[src/rtl/divider_nonres_seq_pkg.sv]
// Shared multdiv definitions: divider FSM encoding, counter sizing and
// two's-complement helpers (also used by the multiplier).
package divider_nonres_seq_pkg;

  typedef enum logic [1:0] {
    IDLE = 2'd0,
    ITER = 2'd1,
    FIX  = 2'd2,
    DONE = 2'd3
  } div_state_t;

  // Helpers work on a 64-bit carrier; callers cast back down to their width.
  localparam int MAX_W = 64;

  function automatic int cnt_width(input int w);
    return $clog2(w + 1);
  endfunction

  function automatic logic [MAX_W-1:0] twos_neg(input logic [MAX_W-1:0] v);
    return ~v + MAX_W'(1);
  endfunction

  function automatic logic [MAX_W-1:0] abs_val(input logic [MAX_W-1:0] v,
                                               input logic             sign);
    return sign ? twos_neg(v) : v;
  endfunction

endpackage

[src/rtl/divider_nonres_step.sv]
// One combinational non-restoring division step on a {R, Q} register,
// where R carries one extra bit so its sign survives the add/subtract.
module divider_nonres_step #(
  parameter int WIDTH = 32
) (
  input  logic [2*WIDTH:0] rq_in,
  input  logic [WIDTH-1:0] d,
  output logic [2*WIDTH:0] rq_out
);

  logic [WIDTH:0]   r;
  logic [WIDTH:0]   r_sh;
  logic [WIDTH:0]   r_new;
  logic [WIDTH-1:0] q;

  // The shifted value may need WIDTH+2 bits, but the result after +/-D is
  // always in [-D, D), so modulo 2^(WIDTH+1) arithmetic stays exact.
  always_comb begin
    r      = rq_in[2*WIDTH:WIDTH];
    q      = rq_in[WIDTH-1:0];
    r_sh   = {r[WIDTH-1:0], q[WIDTH-1]};
    r_new  = r[WIDTH] ? (r_sh + {1'b0, d}) : (r_sh - {1'b0, d});
    rq_out = {r_new, q[WIDTH-2:0], ~r_new[WIDTH]};
  end

endmodule

[src/rtl/divider_nonres_seq.sv]
// Multi-cycle non-restoring integer divider with start/ready handshake,
// optional signed mode, divide-by-zero flag and abort-on-restart.
module divider_nonres_seq
  import divider_nonres_seq_pkg::*;
#(
  parameter int WIDTH     = 32,
  parameter bit SIGNED_EN = 1'b1
) (
  input  logic             clock,
  input  logic             clear,
  input  logic             start,
  input  logic             is_signed,
  input  logic [WIDTH-1:0] dividend,
  input  logic [WIDTH-1:0] divisor,
  output logic [WIDTH-1:0] quotient,
  output logic [WIDTH-1:0] remainder,
  output logic             ready,
  output logic             busy,
  output logic             exception,
  output div_state_t       fsm_state
);

  // Handshake: start is a single-cycle request accepted in any state (a start
  // while busy aborts the running operation); ready is a one-cycle pulse and
  // quotient/remainder/exception stay valid until the next accepted start.

  localparam int CW = cnt_width(WIDTH);
  localparam logic [CW-1:0] LAST_STEP = CW'(WIDTH - 1);

  div_state_t       state;
  div_state_t       state_nxt;
  logic [2*WIDTH:0] rq;
  logic [2*WIDTH:0] rq_step;
  logic [WIDTH-1:0] d;
  logic             q_neg;
  logic             r_neg;
  logic [CW-1:0]    cnt;

  logic             signed_op;
  logic             div_zero;
  logic [WIDTH-1:0] dvd_mag;
  logic [WIDTH-1:0] dvs_mag;
  logic [WIDTH-1:0] r_mag;
  logic [WIDTH-1:0] q_res;
  logic [WIDTH-1:0] r_res;

  divider_nonres_step #(.WIDTH(WIDTH)) u_step (
    .rq_in  (rq),
    .d      (d),
    .rq_out (rq_step)
  );

  always_comb begin
    signed_op = SIGNED_EN && is_signed;
    div_zero  = (divisor == '0);
    dvd_mag   = dividend;
    dvs_mag   = divisor;
    if (signed_op) begin
      dvd_mag = WIDTH'(abs_val(MAX_W'(dividend), dividend[WIDTH-1]));
      dvs_mag = WIDTH'(abs_val(MAX_W'(divisor), divisor[WIDTH-1]));
    end
  end

  // Final correction: a negative partial remainder is one divisor short.
  always_comb begin
    r_mag = rq[2*WIDTH] ? (rq[2*WIDTH-1:WIDTH] + d) : rq[2*WIDTH-1:WIDTH];
    q_res = q_neg ? WIDTH'(twos_neg(MAX_W'(rq[WIDTH-1:0]))) : rq[WIDTH-1:0];
    r_res = r_neg ? WIDTH'(twos_neg(MAX_W'(r_mag))) : r_mag;
  end

  always_comb begin
    state_nxt = state;
    if (start) begin
      state_nxt = div_zero ? DONE : ITER;
    end else begin
      case (state)
        IDLE:    state_nxt = IDLE;
        ITER:    if (cnt == LAST_STEP) state_nxt = FIX;
        FIX:     state_nxt = DONE;
        DONE:    state_nxt = IDLE;
        default: state_nxt = IDLE;
      endcase
    end
  end

  always_ff @(posedge clock) begin
    if (clear) state <= IDLE;
    else       state <= state_nxt;
  end

  always_ff @(posedge clock) begin
    if (clear) begin
      rq        <= '0;
      d         <= '0;
      q_neg     <= 1'b0;
      r_neg     <= 1'b0;
      cnt       <= '0;
      quotient  <= '0;
      remainder <= '0;
      ready     <= 1'b0;
      busy      <= 1'b0;
      exception <= 1'b0;
    end else begin
      ready <= 1'b0;
      if (start) begin
        rq        <= {{(WIDTH+1){1'b0}}, dvd_mag};
        d         <= dvs_mag;
        q_neg     <= signed_op && (dividend[WIDTH-1] ^ divisor[WIDTH-1]);
        r_neg     <= signed_op && dividend[WIDTH-1];
        cnt       <= '0;
        exception <= div_zero;
        busy      <= !div_zero;
        if (div_zero) begin
          quotient  <= '0;
          remainder <= '0;
          ready     <= 1'b1;
        end
      end else begin
        case (state)
          ITER: begin
            rq  <= rq_step;
            cnt <= cnt + 1'b1;
          end
          FIX: begin
            quotient  <= q_res;
            remainder <= r_res;
            ready     <= 1'b1;
            busy      <= 1'b0;
          end
          default: ;
        endcase
      end
    end
  end

  assign fsm_state = state;

endmodule

[config.mk]
export PLATFORM = sky130hd
export DESIGN_NAME = divider_nonres_seq
export DESIGN_NICKNAME = d
export VERILOG_FILES = /design/src/rtl/divider_nonres_seq_pkg.sv /design/src/rtl/divider_nonres_step.sv /design/src/rtl/divider_nonres_seq.sv
export SDC_FILE = /design/constraint.sdc
export NUM_CORES = 1
export LEC_CHECK = 0
export CORE_UTILIZATION = 40
export CTS_BUF_LIST = sky130_fd_sc_hd__clkbuf_4 sky130_fd_sc_hd__clkbuf_8
export DETAILED_ROUTE_END_ITERATION = 8
export PLACE_DENSITY = 0.73
export SLEW_MARGIN = 20
export SYNTH_ARGS = -nofsm -noshare
export SYNTH_HDL_FRONTEND = slang
export SYNTH_SLANG_ARGS = --single-unit
[constraint.sdc]
create_clock -name clock -period 4.9 [get_ports clock]
set_input_delay 0.49 -clock clock [delete_from_list [all_inputs] [get_ports clock]]
set_output_delay 0.49 -clock clock [all_outputs]
set_load 0.05 [all_outputs]
==> impl_metrics.env <==
export IMPL_cts_max_path_buffers=2
export IMPL_status="complete, no violations"
export IMPL_final_cell_mix="nor2_1 (195), dfxtp_1 (173), clkdlybuf4s50_1 (134)"
export IMPL_final_antenna_net_count=0
export IMPL_finalCritPeriodShare=0.933
export IMPL_routabilityCongestion=0.935
export IMPL_drc_errors=0
export IMPL_ys_warn_count=0
export IMPL_critPathLaunchType="flop"
export IMPL_maxCapViolCount=0
export IMPL_tritoncts="yes"
export IMPL_synth_edf_count=0
export IMPL_grt_max_degree=99
export IMPL_grt_total_usage=0.225
export IMPL_synth_distinct_cells=76
export IMPL_syn_num_nets=1830
export IMPL_ios=137
export IMPL_antenna_found_initial=1
export IMPL_cts_root_buf="clkbuf_8"
export IMPL_die_area_mm2=0.0337
export IMPL_clkTransAtPathRegs_ns=0.11
export IMPL_tns_ns=0
export IMPL_fin_util=0.474
export IMPL_layout_commonest_cell="nor2_1"
export IMPL_max_stage_delay_ns=0.52
export IMPL_rsz0062_at_grt="false"
export IMPL_insertion_delay_ns=0.50
export IMPL_report_final_slew_viol_count=0
export IMPL_synth_area_per_cell_um2=7.82
export IMPL_hold_path_class="input port to flop"
export IMPL_min_period_ns=4.57
export IMPL_path_buf_inv=0
export IMPL_fmax_mhz=219
export IMPL_arrival_ns=4.98
export IMPL_endpoint_kind="flop"
export IMPL_firstDrtPassIters=5
export IMPL_numCtsBuffers=17
export IMPL_wl_per_cell_um=17.1
export IMPL_slew_headroom=0.257
export IMPL_ys_flop_type="dfxtp_1"
export IMPL_antenna_cells=0
export IMPL_peakVddDrop_mv=0.185
export IMPL_async_reset_ff_frac=0
export IMPL_setup_viol=0
export IMPL_overflow=0
export IMPL_drt_initial_drc_count=980
export IMPL_syn_inst=1689
export IMPL_synthToLayoutAreaGrowth_pct=16.8
export IMPL_synth_area_mm2=0.0132
export IMPL_cts_setup_buffers=0
export IMPL_leakagePower_nw=5.78
export IMPL_critPathTopFamily="simple AND/OR/NAND/NOR gates"
export IMPL_drt_total_wl_um=38200
export IMPL_initial_utilization=0.406
export IMPL_drive_above_1_share=0.0502
export IMPL_tightest_slew_ns=1.11
export IMPL_rows=66
export IMPL_worstPathCellList="or4_4, or3_1, or3_1, nor3b_2, nor2b_2, a21oi_1, xor2_1, ha_1, a21o_1, a21o_1, a21o_1, and2_1, a2111o_1, nand2_1, o21a_1, o21ai_0, xnor2_1, nand2_1, a221oi_1"
export IMPL_dp_hpwl_um=29800
export IMPL_portBuffers=136
export IMPL_die_x_um=184
export IMPL_ys_ff_latch=174
export IMPL_ys_seq_area_frac=0.264
export IMPL_grt_pass1_vias=11394
export IMPL_clock_sinks=174
export IMPL_grt_pass1_wl_um=60400
export IMPL_nNetsFinal=1920
export IMPL_vias=12768
export IMPL_critPathMaxFanout=5
export IMPL_power_density_mw_per_mm2=260
export IMPL_clock_skew_ns=0.0153
export IMPL_die_h_um=184
export IMPL_hold_viol=0
export IMPL_ctsHtreeMaxLevel=4
export IMPL_path_class="flop to flop"
export IMPL_via_per_inst=5.72
export IMPL_required_ns=5.31
export IMPL_slowest_stage="or4_4"
export IMPL_core_area_mm2=0.0325
export IMPL_timing_critical_path_mode_cell="a21o_1"
cell type report:
type | instances | area [µm²]
fill | 3282 | 17100
multi-input combinational | 1381 | 9270
clock buffer | 18 | 241
timing repair buffer | 163 | 1560
tap | 442 | 553
inverter | 42 | 158
clock inverter | 14 | 160
sequential | 174 | 3480
cells in the mapped netlist (17+ instances only):
master    count  share of area
clkbuf_1     79          0.022
a21oi_1     125          0.047
nor3_1       48          0.018
a21o_1       31          0.018
o21ai_0      84          0.032
nor4_1       18         0.0085
xor2_1       89          0.059
xnor2_1     100          0.066
nand3_1      22         0.0083
inv_1        41          0.012
mux2i_1      49          0.037
nand2_1     121          0.034
a31oi_1      22          0.010
ha_1         71          0.067
o31ai_1      27          0.015
a211oi_1     85          0.048
nor2_1      195          0.055
a22oi_1      21          0.012
nor2b_1      32          0.015
or3_1        17         0.0081
dfxtp_1     174           0.26
kinds of logic after synthesis:
group,Yosys count,share of synthesized area
AND/OR/NAND/NOR,550,0.201
adder cells (fa/ha/maj),73,0.0703
buffers and inverters,134,0.0381
AO/OA/AOI/OAI,517,0.261
flip-flops,174,0.264
XOR/XNOR,189,0.125
multiplexers,52,0.0397
state kept, by name, summed over array words and instances, names as in the netlist:
register / cells
r_neg: 1
q_neg: 1
d: 32
quotient: 32
rq: 65
ready: 1
cnt: 6
remainder: 32
busy: 1
exception: 1
fsm_state: 2
metal layers:
| layer | track usage | up-vias | routed length [µm] |
|---|---|---|---|
| met5 | 0 | - | 8 |
| met1 | 0.339 | 5940 | 19600 |
| met2 | 0.327 | 398 | 15500 |
| li1 | - | 6377 | - |
| met3 | 0.0335 | 51 | 2450 |
| met4 | 0.0603 | 2 | 703 |
through the flow:
stage	instances	setup WS [ns]	power, mW	area, µm²	hold slack [ns]
floorplan	1689	0.189	2.60	13200	0.441
global placement	2202	0.260	2.96	15000	0.436
finish	2234	0.328	4.01	15400	0.323
global route	2234	0.0297	4.24	15400	0.320
CTS	2234	0.214	4.01	15400	0.302
detailed placement	2202	0.252	2.99	15000	0.443
report_power, final:
group / internal, mW / switching [mW] / leakage (nW)
clock: 0.397 / 0.632 / 0.206
sequential: 1.49 / 0.126 / 1.42
combinational: 0.576 / 0.796 / 4.16
final timing paths:
path / from / endpoint / slack, ns / cells past startpoint
max reg2reg: d[10] / rq[0] / 0.33 / 19
min reg2reg: remainder[26] / remainder[26] / 0.45 / 2
min: clear / remainder[18] / 0.32 / 2
max: d[10] / rq[0] / 0.33 / 19
what timing repair did:
item	in CTS	in global routing
hold buffers	0	0
setup endpoints to repair	0	2
resized for setup	0	5
(Power assumes the default switching activity.)
